`config.mk`:
```
export PLATFORM = sky130hd
export DESIGN_NAME = tail_pwm_dimmer
export DESIGN_NICKNAME = d
export VERILOG_FILES = /design/src/rtl/tail_pwm_dimmer.sv
export SDC_FILE = /design/constraint.sdc
export NUM_CORES = 1
export LEC_CHECK = 0
export ABC_AREA = 0
export CAP_MARGIN = 25
export CORE_MARGIN = 2
export CORE_UTILIZATION = 31
export DETAILED_ROUTE_END_ITERATION = 10
export PLACE_DENSITY_LB_ADDON = 0.25
export SETUP_SLACK_MARGIN = 0.5
export SYNTH_ARGS = -nofsm -noshare
export SYNTH_HDL_FRONTEND = slang
export SYNTH_SLANG_ARGS = --single-unit
```
`constraint.sdc`:
```
create_clock -name dimclk -period 1.5 [get_ports dimclk]
set_clock_uncertainty 0.05 [all_clocks]
set_input_delay 0.15 -clock dimclk [delete_from_list [all_inputs] [get_ports dimclk]]
set_output_delay 0.15 -clock dimclk [all_outputs]
set_load 0.03 [all_outputs]
```
`src/rtl/tail_pwm_dimmer.sv`:
```
// tail_pwm_dimmer: N-channel tail-light PWM dimmer driven from one shared counter.
// Define TAIL_PWM_FADE_EN to make levels ramp one count per fade tick instead of jumping.
module tail_pwm_dimmer #(
  parameter int N_LIGHTS     = 6,
  parameter int PWM_BITS     = 4,
  parameter int DIM_LEVEL    = 8,
  parameter int FADE_PERIODS = 2
) (
  input  logic                dimclk,
  input  logic                reset,
  input  logic                runlight,
  input  logic [N_LIGHTS-1:0] patterns,
  output logic [N_LIGHTS-1:0] lights,
  output logic                settled
);

  localparam int LW = PWM_BITS + 1;
  localparam logic [LW-1:0]       FULL = LW'(2 ** PWM_BITS);
  localparam logic [LW-1:0]       DIM  = LW'(DIM_LEVEL);
  localparam logic [PWM_BITS-1:0] MAX  = {PWM_BITS{1'b1}};

  if (FADE_PERIODS < 1 || DIM_LEVEL < 0 || DIM_LEVEL > 2 ** PWM_BITS) begin : g_param_check
    $error("tail_pwm_dimmer: invalid FADE_PERIODS or DIM_LEVEL");
  end

  logic [PWM_BITS-1:0] pwm_cnt;
  logic [LW-1:0]       level      [N_LIGHTS];
  logic [LW-1:0]       target     [N_LIGHTS];
  logic [LW-1:0]       level_next [N_LIGHTS];
  logic                boundary;
  logic                step;
  logic                all_equal;

  assign boundary = (pwm_cnt == MAX);

  always_comb begin
    for (int i = 0; i < N_LIGHTS; i++) begin
      target[i] = '0;
      if (patterns[i]) begin
        target[i] = FULL;
      end else if (runlight) begin
        target[i] = DIM;
      end
    end
  end

  always_comb begin
    all_equal = 1'b1;
    for (int i = 0; i < N_LIGHTS; i++) begin
      if (level[i] != target[i]) begin
        all_equal = 1'b0;
      end
    end
  end

`ifdef TAIL_PWM_FADE_EN
  localparam int FW = (FADE_PERIODS > 1) ? $clog2(FADE_PERIODS) : 1;
  localparam logic [FW-1:0] FADE_LAST = FW'(FADE_PERIODS - 1);

  logic [FW-1:0] fade_cnt;

  // Counts period boundaries; the last one of each group is the fade tick.
  always_ff @(posedge dimclk) begin
    if (reset) begin
      fade_cnt <= '0;
    end else if (boundary) begin
      fade_cnt <= (fade_cnt == FADE_LAST) ? '0 : fade_cnt + FW'(1);
    end
  end

  assign step = boundary && (fade_cnt == FADE_LAST);

  always_comb begin
    for (int i = 0; i < N_LIGHTS; i++) begin
      level_next[i] = level[i];
      if (level[i] < target[i]) begin
        level_next[i] = level[i] + LW'(1);
      end else if (level[i] > target[i]) begin
        level_next[i] = level[i] - LW'(1);
      end
    end
  end
`else
  assign step = boundary;

  always_comb begin
    for (int i = 0; i < N_LIGHTS; i++) begin
      level_next[i] = target[i];
    end
  end
`endif

  // Levels only move on a period boundary so a duty cycle never changes mid-period.
  always_ff @(posedge dimclk) begin
    if (reset) begin
      pwm_cnt <= '0;
      lights  <= '0;
      settled <= 1'b1;
      for (int i = 0; i < N_LIGHTS; i++) begin
        level[i] <= '0;
      end
    end else begin
      pwm_cnt <= pwm_cnt + PWM_BITS'(1);
      settled <= all_equal;
      for (int i = 0; i < N_LIGHTS; i++) begin
        lights[i] <= ({1'b0, pwm_cnt} < level[i]);
        if (step) begin
          level[i] <= level_next[i];
        end
      end
    end
  end

endmodule

```
* Word level (Yosys, flattened, before mapping)
Memories as Yosys holds them, arrays and structs flattened.
Cells that the tools add are included.
W data, S select, Z words.
** Operators by class
- Add/subtract/negate cells :: 1
- Order comparisons :: 6
- Equality and inequality tests :: 7
- Muxes and demuxes :: 24
- Bitwise operators :: 6
** Operators with widths (count)
- $mux W5 :: 12
- $lt A4 B5 Y1 :: 6
- $ne A5 B5 Y1 :: 6
- $mux W1 :: 11
- $or A1 B1 Y1 :: 6
- $add A4 B1 Y4 const B :: 1
- $eq A4 B4 Y1 const B :: 1
- $mux W4 :: 1
** Storage, ports and cells
- Flip-flop bits (word level) :: 11
- RAM bits :: 30
- Logic and storage cells :: 48
- Memories kept :: 1
** Memories
- level :: depth 6, width 5, read ports 6, clocked after Yosys merged registers in 0, wr ports 6, RTL line 27 : logic [LW-1:0] level [N_LIGHTS];

* Longest topological paths before layout
- Depth after elaboration :: 9
- Depth in mapped cells :: 5
- Gate-level depth less buffers :: 5

* Least setup slack after synthesis
Ideal clock, no wire load.
- Path kind :: register -> register
- Start :: register pwm_cnt[0]
- End :: memory level[0][3] (netlist name), enable pin
- Arrival time :: 942 ps
- Required time :: 1100 ps
- Path slack :: 158 ps
- Stages on the path, launching flop included :: 4
- Path buffers :: 0
- Clock period less this slack :: 1342 ps
- Cells stage by stage :: dfxtp_1 > ha_1 > nand3_1 > nand2_1
** RTL lines
- start, declared :: RTL line 26 : logic [PWM_BITS-1:0] pwm_cnt;
- start signal, assigned :: RTL line 103 : pwm_cnt <= pwm_cnt + PWM_BITS'(1);
- end, declared :: RTL line 27

* Final worst setup path
- Start :: input patterns[1]
- End :: register settled
** On the way
- Cells in the longest elaborated chain, start to end :: 7
** RTL lines
- start, declared :: RTL line 12 : input logic [N_LIGHTS-1:0] patterns,
- $mux W5 :: RTL line 39 : if (patterns[i]) begin
- $ne A5 B5 Y1 :: RTL line 50 : if (level[i] != target[i]) begin
- $mux W1 (5 in a row) :: RTL line 50
- end signal, assigned :: RTL line 104 : settled <= all_equal;
- end, declared :: RTL line 14 : output logic settled
Every way passes these cells.
A chain may end at the register's enable or synchronous reset.

==> impl_metrics.json <==
{
  "grt_pass1_wl_um": 3470,
  "initial_core_util_pct": 32.7,
  "die_area_um2": 3690,
  "synth_area_leaders": "edfxtp_1, dfxtp_1, nor2_1, xnor2_1, a21oi_1",
  "wl_per_cell_um": 12.4,
  "hold_viol_final": 0,
  "tns_ps": 0,
  "die_w_um": 60.8,
  "clockBufferDepth": 2,
  "clk_latency_ps": 300,
  "fill_cells": 293,
  "final_cells": 170,
  "yosysUniqueCellTypes": 25,
  "overflow": 0,
  "io_buffer_count": 15,
  "post-route-period-util_pct": 87.4,
  "numCtsBuffers": 3,
  "clkSlewWorstSetupHoldPaths_ps": 120,
  "cp_slowest_cell": "clkdlybuf4s50_1",
  "cpLargestDelayFamily": "compound AO/OA/AOI/OAI gates",
  "fp.dieH_um": 60.8,
  "critPathLaunchType": "primary input",
  "syn_nets": 105,
  "rrSetupSlack_ps": 200,
  "path_depth": 5,
  "maxSlewHeadroom_pct": 75.3,
  "routed_wl_um": 2110,
  "initialDrtViolationCount": 10,
  "num_antenna_cells": 0,
  "nets": 137,
  "power_mw": 1.17,
  "track_usage_pct": 13.1,
  "fmax_mhz": 763,
  "r2r_cells": 4,
  "status": "finished clean",
  "grt_pass1_vias": 726,
  "dp_hpwl_um": 1500,
  "cellLeakagePower_nw": 0.567,
  "path_max_fanout": 5,
  "drv_slew": 0,
  "synth_area_leader_cell": "edfxtp_1",
  "rsz0062_at_grt": "yes",
  "synth-simple-area-share_pct": 17.0,
  "max-cap-violations": 0,
  "gp_congestion": 0.770,
  "row_count": 20,
  "syn2layout_area_growth_pct": 47.2,
  "grt_max_degree": 14,
  "worstReg2RegStart": "level[1][3]",
  "critPathMaxStageDelay_ps": 600,
  "seq_area_frac_synth_pct": 58.1,
  "io_pins": 16,
  "power_density_nw_per_um2": 798,
  "final_cell_mix": "nor2_1, edfxtp_1, buf_4, dfxtp_2, buf_6",
  "dp_cells": 158,
  "placed_cell_area_um2": 1290,
  "synth.area.mux_share_pct": 0,
  "cts_num_sinks": 23,
  "fin_area_um2": 1470,
  "htreeDepth": 1,
  "ir_worst_vdd_uv": 719,
  "fp.coreArea_um2": 3050,
  "worstHoldPathType": "primary input to register",
  "ant_nets": 0,
  "drive_gt1_share_pct": 40.5,
  "viasPerCell": 4.61,
  "cp_cell_sequence": "clkdlybuf4s50_1 -> nand2_1 -> a211oi_2 -> a211oi_1 -> o41ai_2",
  "synth_seq_cells": 23,
  "fin_crit_ps": 1310,
  "worst_pin_slew_ps": 371,
  "pre_cts_ws_ps": -81.9,
  "cts_hold_buf": 0,
  "critPathCaptureType": "register",
  "layout_setup_ws_ps": 189,
  "drt-pass1-iter-count": 4,
  "antenna_found_initial": 0,
  "synth_compound_area_share_pct": 13.0,
  "synth_top_family_by_area": "simple AND/OR/NAND/NOR gates",
  "crit_buf_inv": 1,
  "reg2reg_to": "settled",
  "synth_top_area_share_pct": 36.1,
  "avgSynthCellArea_um2": 10.5,
  "cts_tree": "done",
  "vias": 784,
  "root_buffer": "clkbuf_4",
  "endpoint": "settled",
  "mappedNetlistArea_um2": 998,
  "required_ps": 1670,
  "synthXorXnorAreaFrac_pct": 7.02,
  "setup_viol": 0,
  "synth_warnings": 0,
  "synthAdderAreaFrac_pct": 1.25,
  "path_class": "primary input to register",
  "syn_inst": 95,
  "cp.arrival_ps": 1480,
  "drcViolationCount": 0,
  "cp-startpoint": "patterns[1]"
}
per-stage QoR:
step,utilization (%),hold WS (ps)
4_1_cts,46.5,401
5_1_grt,48.2,220
3_3_place_gp,42.4,379
6_report,48.2,231
3_5_place_dp,42.4,382
2_1_floorplan,-,164
layer usage:
layer / track usage (%) / vias up / routed length (um)
met5: 0 / - / 0
li1: - / 394 / -
met4: 2.80 / 0 / 17
met3: 3.84 / 2 / 86
met2: 20.6 / 14 / 974
met1: 18.1 / 374 / 1030
cell type report:
class	count	area, um2	area share (%)
sequential	23	591	40.2
multi-input combinational	64	495	33.7
timing repair buffer	28	275	18.7
tap	44	55.1	3.74
inverter	7	26.3	1.79
clock buffer	3	22.5	1.53
clock inverter	1	5.00	0.340
registers in the layout, summed over array words and instances (netlist names):
| register | cells |
|---|---|
| lights | 6 |
| settled | 1 |
| pwm_cnt | 4 |
| level | 12 |
power by group:
group	internal (mW)	switching (mW)	leakage (nW)
sequential	0.691	0.0239	0.217
clock	0.0995	0.177	0.0177
combinational	0.0907	0.0911	0.332
timing repair:
| item | CTS | global route |
|---|---|---|
| resized for setup | 50 | 20 |
| endpoints found under the setup margin | 32 | 36 |
| buffers inserted | 5 | 2 |
| cloned | 1 | 0 |
| pin swaps | 3 | 1 |
| hold endpoints to repair | 0 | 0 |
worst min-delay path by stage:
stage                           from           to  slack (ps)  depth (start not counted)
after CTS                 pwm_cnt[0]   pwm_cnt[0]         400                          1
after floorplan                reset   pwm_cnt[1]         160                          1
final                          reset  level[2][4]         230                          2
after detailed placement  pwm_cnt[0]   pwm_cnt[0]         380                          1
after global placement    pwm_cnt[0]   pwm_cnt[0]         380                          1
after global routing           reset  level[2][4]         220                          2
cells in the mapped netlist:
library cell,instances
nor2b_1,1
a211oi_1,3
nand2_1,4
o21ai_0,2
o2111ai_1,1
o211ai_1,1
clkbuf_1,1
edfxtp_1,12
o32ai_1,1
a221oi_2,1
nor4bb_1,1
nand3_1,2
xnor2_1,6
dfxtp_1,11
a21oi_1,7
and2_1,5
nand3b_1,2
nor3_1,3
o41ai_2,1
a31oi_1,1
buf_2,1
ha_1,1
nor2_1,18
xor2_1,2
inv_1,7
cell families (layout without fill, tap and decap cells):
logic type	after synthesis	in the layout
XOR/XNOR	8	8
AO/OA/AOI/OAI	18	18
buffers and inverters	9	39
adder cells (fa/ha/maj)	1	1
flip-flops	23	23
AND/OR/NAND/NOR	36	37
Note: power is estimated with default switching activity, not from simulation.
